`src/rtl/afe_attn_spi_sequencer.sv`:
```
// AFE attenuator SPI sequencer: shifts one word MSB-first into the
// selected bus, then pulses that bus's latch enable.
module afe_attn_spi_sequencer #(
   parameter int CHANNEL_COUNT     = 2,
   parameter int CHANNEL_SEL_WIDTH = 1,
   parameter int DATA_WIDTH        = 8,
   parameter int CLK_DIV           = 25,
   parameter int LE_HALF_PERIODS   = 2
) (
   input  logic                         sysClk,
   input  logic                         sysReset_n,
   input  logic                         wrStrobe,
   input  logic [CHANNEL_SEL_WIDTH-1:0] wrChannel,
   input  logic [DATA_WIDTH-1:0]        wrData,
   input  logic                         clrRejected,
   output logic                         busy,
   output logic                         done,
   output logic                         rejected,
   output logic [CHANNEL_COUNT-1:0]     spiClk,
   output logic [CHANNEL_COUNT-1:0]     spiSdi,
   output logic [CHANNEL_COUNT-1:0]     spiLe
);

   localparam int CW = (CLK_DIV > 1) ? $clog2(CLK_DIV) : 1;
   localparam int LW = (LE_HALF_PERIODS > 1) ? $clog2(LE_HALF_PERIODS) : 1;
   localparam int BW = $clog2(DATA_WIDTH + 1);
   localparam int SW = CHANNEL_SEL_WIDTH;

   localparam logic [CW-1:0] DIV_M1 = CW'(CLK_DIV - 1);
   localparam logic [LW-1:0] LE_M1  = LW'(LE_HALF_PERIODS - 1);
   localparam logic [BW-1:0] NBITS  = BW'(DATA_WIDTH);
   localparam logic [SW:0]   CH_LIM = (SW+1)'(CHANNEL_COUNT);

   typedef enum logic [2:0] {
      IDLE, SETUP, HIGH, GAP, LATCH
   } state_t;

   state_t state, state_n;

   logic [CW-1:0]            cnt, cnt_n;
   logic [LW-1:0]            le_cnt, le_cnt_n;
   logic [BW-1:0]            bits, bits_n;
   logic [DATA_WIDTH-1:0]    sr, sr_n;
   logic [SW-1:0]            ch, ch_n;
   logic                     ch_ok, expired;
   logic                     busy_n, done_n, rej_n;
   logic [CHANNEL_COUNT-1:0] clk_n, sdi_n, le_n;

   assign ch_ok   = ({1'b0, wrChannel} < CH_LIM);
   assign expired = (cnt == '0);

   always_comb begin
      state_n  = state;
      cnt_n    = cnt;
      le_cnt_n = le_cnt;
      bits_n   = bits;
      sr_n     = sr;
      ch_n     = ch;
      done_n   = 1'b0;
      rej_n    = rejected;

      if (state != IDLE)
         cnt_n = cnt - CW'(1);

      unique case (state)
         IDLE: begin
            if (wrStrobe && ch_ok) begin
               sr_n    = wrData;
               ch_n    = wrChannel;
               bits_n  = NBITS;
               cnt_n   = DIV_M1;
               state_n = SETUP;
            end
         end
         SETUP: begin
            if (expired) begin
               cnt_n   = DIV_M1;
               state_n = HIGH;
            end
         end
         HIGH: begin
            if (expired) begin
               cnt_n  = DIV_M1;
               bits_n = bits - BW'(1);
               if (bits == BW'(1)) begin
                  state_n = GAP;
               end else begin
                  sr_n    = sr << 1;
                  state_n = SETUP;
               end
            end
         end
         GAP: begin
            if (expired) begin
               cnt_n    = DIV_M1;
               le_cnt_n = LE_M1;
               state_n  = LATCH;
            end
         end
         LATCH: begin
            // LE spans several half periods; count them separately
            if (expired) begin
               cnt_n = DIV_M1;
               if (le_cnt == '0) begin
                  state_n = IDLE;
                  done_n  = 1'b1;
               end else begin
                  le_cnt_n = le_cnt - LW'(1);
               end
            end
         end
         default: state_n = IDLE;
      endcase

      if (clrRejected)
         rej_n = 1'b0;
      if (wrStrobe && (state != IDLE || !ch_ok))
         rej_n = 1'b1;

      busy_n = (state_n != IDLE);
      clk_n  = '0;
      sdi_n  = '0;
      le_n   = '0;
      for (int i = 0; i < CHANNEL_COUNT; i++) begin
         if (ch_n == i[SW-1:0]) begin
            clk_n[i] = (state_n == HIGH);
            sdi_n[i] = (state_n == SETUP || state_n == HIGH ||
                        state_n == GAP) && sr_n[DATA_WIDTH-1];
            le_n[i]  = (state_n == LATCH);
         end
      end
   end

   always_ff @(posedge sysClk or negedge sysReset_n) begin
      if (!sysReset_n) begin
         state    <= IDLE;
         cnt      <= '0;
         le_cnt   <= '0;
         bits     <= '0;
         sr       <= '0;
         ch       <= '0;
         busy     <= 1'b0;
         done     <= 1'b0;
         rejected <= 1'b0;
         spiClk   <= '0;
         spiSdi   <= '0;
         spiLe    <= '0;
      end else begin
         state    <= state_n;
         cnt      <= cnt_n;
         le_cnt   <= le_cnt_n;
         bits     <= bits_n;
         sr       <= sr_n;
         ch       <= ch_n;
         busy     <= busy_n;
         done     <= done_n;
         rejected <= rej_n;
         spiClk   <= clk_n;
         spiSdi   <= sdi_n;
         spiLe    <= le_n;
      end
   end

endmodule

```
`config.mk`:
```
export PLATFORM = sky130hd
export DESIGN_NAME = afe_attn_spi_sequencer
export DESIGN_NICKNAME = d
export VERILOG_FILES = /design/src/rtl/afe_attn_spi_sequencer.sv
export SDC_FILE = /design/constraint.sdc
export NUM_CORES = 1
export LEC_CHECK = 0
export CORE_ASPECT_RATIO = 2
export CORE_UTILIZATION = 55
export CTS_BUF_LIST = sky130_fd_sc_hd__clkbuf_8
export CTS_CLUSTER_DIAMETER = 50
export DETAILED_ROUTE_END_ITERATION = 8
export PLACE_DENSITY = 0.81
export SLEW_MARGIN = 15
export SYNTH_ARGS = -nofsm -noshare
export SYNTH_HDL_FRONTEND = slang
export SYNTH_SLANG_ARGS = --single-unit
```
`constraint.sdc`:
```
create_clock -name sysClk -period 1.9 [get_ports sysClk]
set_input_delay 0.285 -clock sysClk [delete_from_list [all_inputs] [get_ports sysClk]]
set_output_delay 0.285 -clock sysClk [all_outputs]
set_load 0.03 [all_outputs]
```
; Yosys cells after proc, flatten, opt, wreduce, memory -nomap -nowiden
; Cells that the tools add are included.
[op_classes]
addsub = 3
n_eq_ne = 14
mux = 36
reduce_logical = 15
[ops]
columns = op, count
row1 = $mux W8, 3
row2 = $mux W3, 6
row3 = $mux W1, 16
row4 = $pmux W8 S2, 1
row5 = $mux W5, 3
row6 = $pmux W3 S5, 1
row7 = $eq A3 B2 Y1 const B, 4
row8 = $ne A2 B2 Y1 const B, 5
row9 = $pmux W5 S2, 1
row10 = $mux W4, 2
row11 = $pmux W4 S2, 1
row12 = $eq A3 B1 Y1 const B, 2
row13 = $eq A3 B3 Y1 const B, 2
row14 = $reduce_and A3 Y1, 2
row15 = $reduce_bool A2 Y1, 3
row16 = $reduce_bool A3 Y1, 2
row17 = $logic_not A5 Y1, 1
row18 = $sub A5 B1 Y5 const B, 1
row19 = $eq A4 B1 Y1 const B, 1
row20 = $reduce_and A4 Y1, 1
row21 = $reduce_or A4 Y1, 1
row22 = $sub A4 B1 Y4 const B, 1
row23 = $logic_not A3 Y1, 1
row24 = $logic_and A1 B1 Y1, 2
row25 = 4 further kinds, 5
[totals]
regBits = 31
in_bits = 13
word_cells = 81

; Depth between registers and ports, before layout
[logic_depth]
depth_word = 9
depth_mapped = 7

; Worst setup path after synthesis
; Ideal clock, no wire load.
[synth_timing]
path_type = reg2reg
start = register bits[1]
end = register spiSdi[0]
setup_ps = 131
arrival_ps = 1618
path_slack_ps = 151
path_stages_with_launch = 8
path_buffers = 1
synth_period_minus_slack_ps = 1749
path_cell_list = dfrtp_1 inv_1 ha_1 or3b_4 and3_1 buf_6 a221oi_4 nor3_1
[synth_between]
elab_chain_cells = 9
word_cells_on_any_way = 14
[synth_lines]
columns = item, line
row1 = "start, declared", 42  ; logic [BW-1:0] bits, bits_n;
row2 = "start signal, assigned", 152  ; bits <= bits_n;
row3 = $eq A4 B1 Y1 *, 85  ; if (bits == BW'(1)) begin
row4 = $mux W2, 85
row5 = $mux W3, 82  ; if (expired) begin
row6 = $pmux W3 S5, 65  ; unique case (state)
row7 = $eq A3 B1 Y1 / $eq A3 B2 Y1 (equally long branches), 127  ; sdi_n[i] = (state_n == SETUP || state_n == HIGH ||
row8 = $logic_or A1 B1 Y1 (2 in a row), 127
row9 = $logic_and A1 B1 Y1 *, 128  ; state_n == GAP) && sr_n[DATA_WIDTH-1];
row10 = $mux W1 *, 125  ; if (ch_n == i[SW-1:0]) begin
row11 = via sdi_n[0], 47  ; logic [CHANNEL_COUNT-1:0] clk_n, sdi_n, le_n;
row12 = "end signal, assigned", 159  ; spiSdi <= sdi_n;
row13 = "end, declared", 20  ; output logic [CHANNEL_COUNT-1:0] spiSdi,
; The timed path passes the listed nets; every way through them passes the cells marked *. The select of a mux whose other input is x is not followed.
; A chain may end at the register's enable or synchronous reset.

; Worst setup path in the final report
; Same ends and word-level chain as after synthesis.

==> flow_metrics.py <==
metrics = {
    "die": {
        "rows": 26,
        "die_h_um": 75.4,
        "design.die.area_um2": 2920,
        "core_um2": 2540,
        "io_pins": 22,
        "fp.dieW_um": 38.7,
        "start_util": 0.584,
    },
    "sta": {
        "hold_viol_final": 0,
        "fin_tns_setup_ps": 0,
        "period_needed_ps": 1840,
        "tightest_slew_ps": 437,
        "finalClockSkew_ps": 7.38,
        "slew_headroom": 0.709,
        "min_period_over_period": 0.966,
        "worst_hold_slack_ps": 385,
        "finalSetupViolCount": 0,
        "report.final.slew_viol_count": 0,
        "worst_slack_ps": 64.0,
        "max_freq_mhz": 545,
    },
    "cts": {
        "cts_hold_buf": 0,
        "clock_path_buffers": 2,
        "ctsHtreeMaxLevel": 2,
        "clockRootBuffer": "clkbuf_8",
        "worstSkewPairLatency_ps": 290,
        "cts_tree": "yes",
        "cts_buffers": 5,
        "clkTransAtPathRegs_ps": 70,
        "cts.sinks": 31,
    },
    "layout": {
        "fillers": 194,
        "syn_to_final_growth_pct": 28.5,
        "seqCellArea_um2": 776,
        "layout_common_cells": "dfrtp_1 (31), nand2_1 (27), clkdlybuf4s50_1 (21)",
        "fin_cells": 208,
        "drive_gt1_frac": 0.156,
        "multi_input_area_um2": 662,
        "n_antenna_cell": 0,
        "final_nets": 196,
        "final_common_cell": "dfrtp_1",
    },
    "synth": {
        "async_reset_ff_frac": 1.00,
        "yosysUniqueCellTypes": 35,
        "syn_area_um2": 1480,
        "syn_inst": 147,
        "seq_area_frac_synth": 0.523,
        "ys_warn_count": 0,
        "synth_nets": 164,
        "avgSynthCellArea_um2": 10.1,
        "synth_edf_count": 0,
        "ys_ff_latch": 31,
        "ys.flop_type": "dfrtp_1",
    },
    "pwr": {
        "pwr-share-comb": 0.330,
        "leakage_uw": 0.000858,
        "power.total_uw": 2670,
        "max-vdd-ir-drop_mv": 1.08,
        "swShare": 0.349,
        "clkPwrFrac": 0.252,
        "power_density_nw_per_um2": 1400,
        "intPower_uw": 1740,
        "seqPwrFrac": 0.418,
        "p_sw_uw": 933,
    },
    "placement": {
        "port_buffers": 21,
        "gp_congestion": 0.786,
        "post-dp-hpwl_mm": 2.13,
        "dp.cells": 199,
        "place_ws_ps": 17.8,
    },
    "critical_path": {
        "crit_type": "reg -> reg",
        "critPathMaxFanout": 3,
        "critPathRequiredTime_ps": 2070,
        "critPathCaptureType": "register",
        "startpoint_type": "register",
        "r2r_setup_slack_ps": 60,
        "arrival_ps": 2010,
    },
    "route": {
        "drtAntennaViolNets": 0,
        "routed_wl_mm": 3.04,
        "vias": 1172,
        "first_iter_violations": 17,
        "post-route-drc-count": 0,
        "wl_per_cell_um": 14.6,
        "detail_route.first_pass.iterations": 4,
        "via_per_inst": 5.63,
    },
    "global_route": {
        "overflow": 0,
        "grt_start_max_net_pins": 32,
        "grt_first_pass_wirelength_mm": 4.44,
        "grt_pass1_vias": 1071,
        "grtUsageTotal": 0.227,
        "antenna_found_initial": 0,
    },
    "run": {
        "max_cap_violations": 0,
    },
    "worst_hold_path": {
        "hp-class": "in -> async",
    },
    "status": {
        "outcome": "finished, final reports clean",
    },
}
## state kept, by name, summed over array words and instances (netlist names)
name	count
spiLe	2
le_cnt	1
spiClk	2
busy	1
cnt	5
spiSdi	2
ch	1
rejected	1
sr	8
bits	4
state	3
done	1
## cells by family after synthesis
| family | Yosys count | synth area share |
|---|---|---|
| AOI/OAI and AO/OA | 24 | 0.120 |
| DFF | 31 | 0.523 |
| and+or+nand+nor | 69 | 0.251 |
| adders and majority gates | 4 | 0.0338 |
| xor gates and xnor gates | 5 | 0.0295 |
| buffers and inverters | 14 | 0.0422 |
## power groups by stage
stage / clock network [uW] / registers [uW] / logic [uW]
final: 672 / 1120 / 881
after global routing: 714 / 1140 / 971
after CTS: 687 / 1100 / 868
after detailed placement: 0 / 1110 / 864
after global placement: 0 / 1100 / 830
after floorplan: 0 / 1100 / 579
## stage by stage
stage | utilization | area, um^2
after floorplan | - | 1480
after global placement | 0.695 | 1760
after detailed placement | 0.695 | 1760
after CTS | 0.741 | 1880
after global routing | 0.751 | 1910
final | 0.751 | 1910
## worst paths after layout
kind | cells past startpoint | to | startpoint
setup reg to reg | 6 | spiSdi[0]$_DFF_PN0_ | bits[1]$_DFFE_PN0P_
min in group sysClk | 2 | sr[1]$_DFFE_PN0P_ | sr[1]$_DFFE_PN0P_
hold reg to reg | 2 | sr[1]$_DFFE_PN0P_ | sr[1]$_DFFE_PN0P_
max in group asynchronous | 2 | cnt[3]$_DFF_PN0_ | sysReset_n
setup / recovery | 6 | spiSdi[0]$_DFF_PN0_ | bits[1]$_DFFE_PN0P_
hold / removal | 2 | sr[3]$_DFFE_PN0P_ | sysReset_n
## layer usage
layer / wire (um) / up-vias / track usage
li1: - / 564 / -
met4: 69 / 0 / 0.115
met3: 116 / 6 / 0.0729
met2: 1600 / 26 / 0.383
met5: 0 / - / 0
met1: 1250 / 576 / 0.243
## synth_stat cells (3+ instances only)
cell / number / area [um^2]
inv_1: 8 / 30.0
a21oi_1: 4 / 20.0
nand3_1: 4 / 20.0
nor2_1: 12 / 45.0
ha_1: 4 / 50.1
xnor2_1: 3 / 26.3
dfrtp_1: 31 / 776
a22oi_1: 6 / 45.0
nor3_1: 7 / 35.0
o21ai_0: 7 / 35.0
clkbuf_1: 3 / 11.3
or3_1: 3 / 18.8
nand2_1: 27 / 101
## worst max-delay path, stage by stage, from the launching register on
cell,delay (ps)
dfrtp_1,400
inv_1,80
ha_1,140
or3b_4,410
and3_1,250
a221oi_4,340
nor3_1,100
## cell type report
class	instances	area share
clock buffers	6	0.0433
clock inverters	2	0.0184
inverters	8	0.0158
multi-input cells	102	0.347
flip-flops and latches	31	0.407
well taps	28	0.0184
repair buffers	31	0.150
## what timing repair did
item	4_1_cts	5_1_grt
setup endpoints to repair	0	5
gates resized for setup	0	2
setup buffers	0	1
Power figures use the tool's default switching activity.
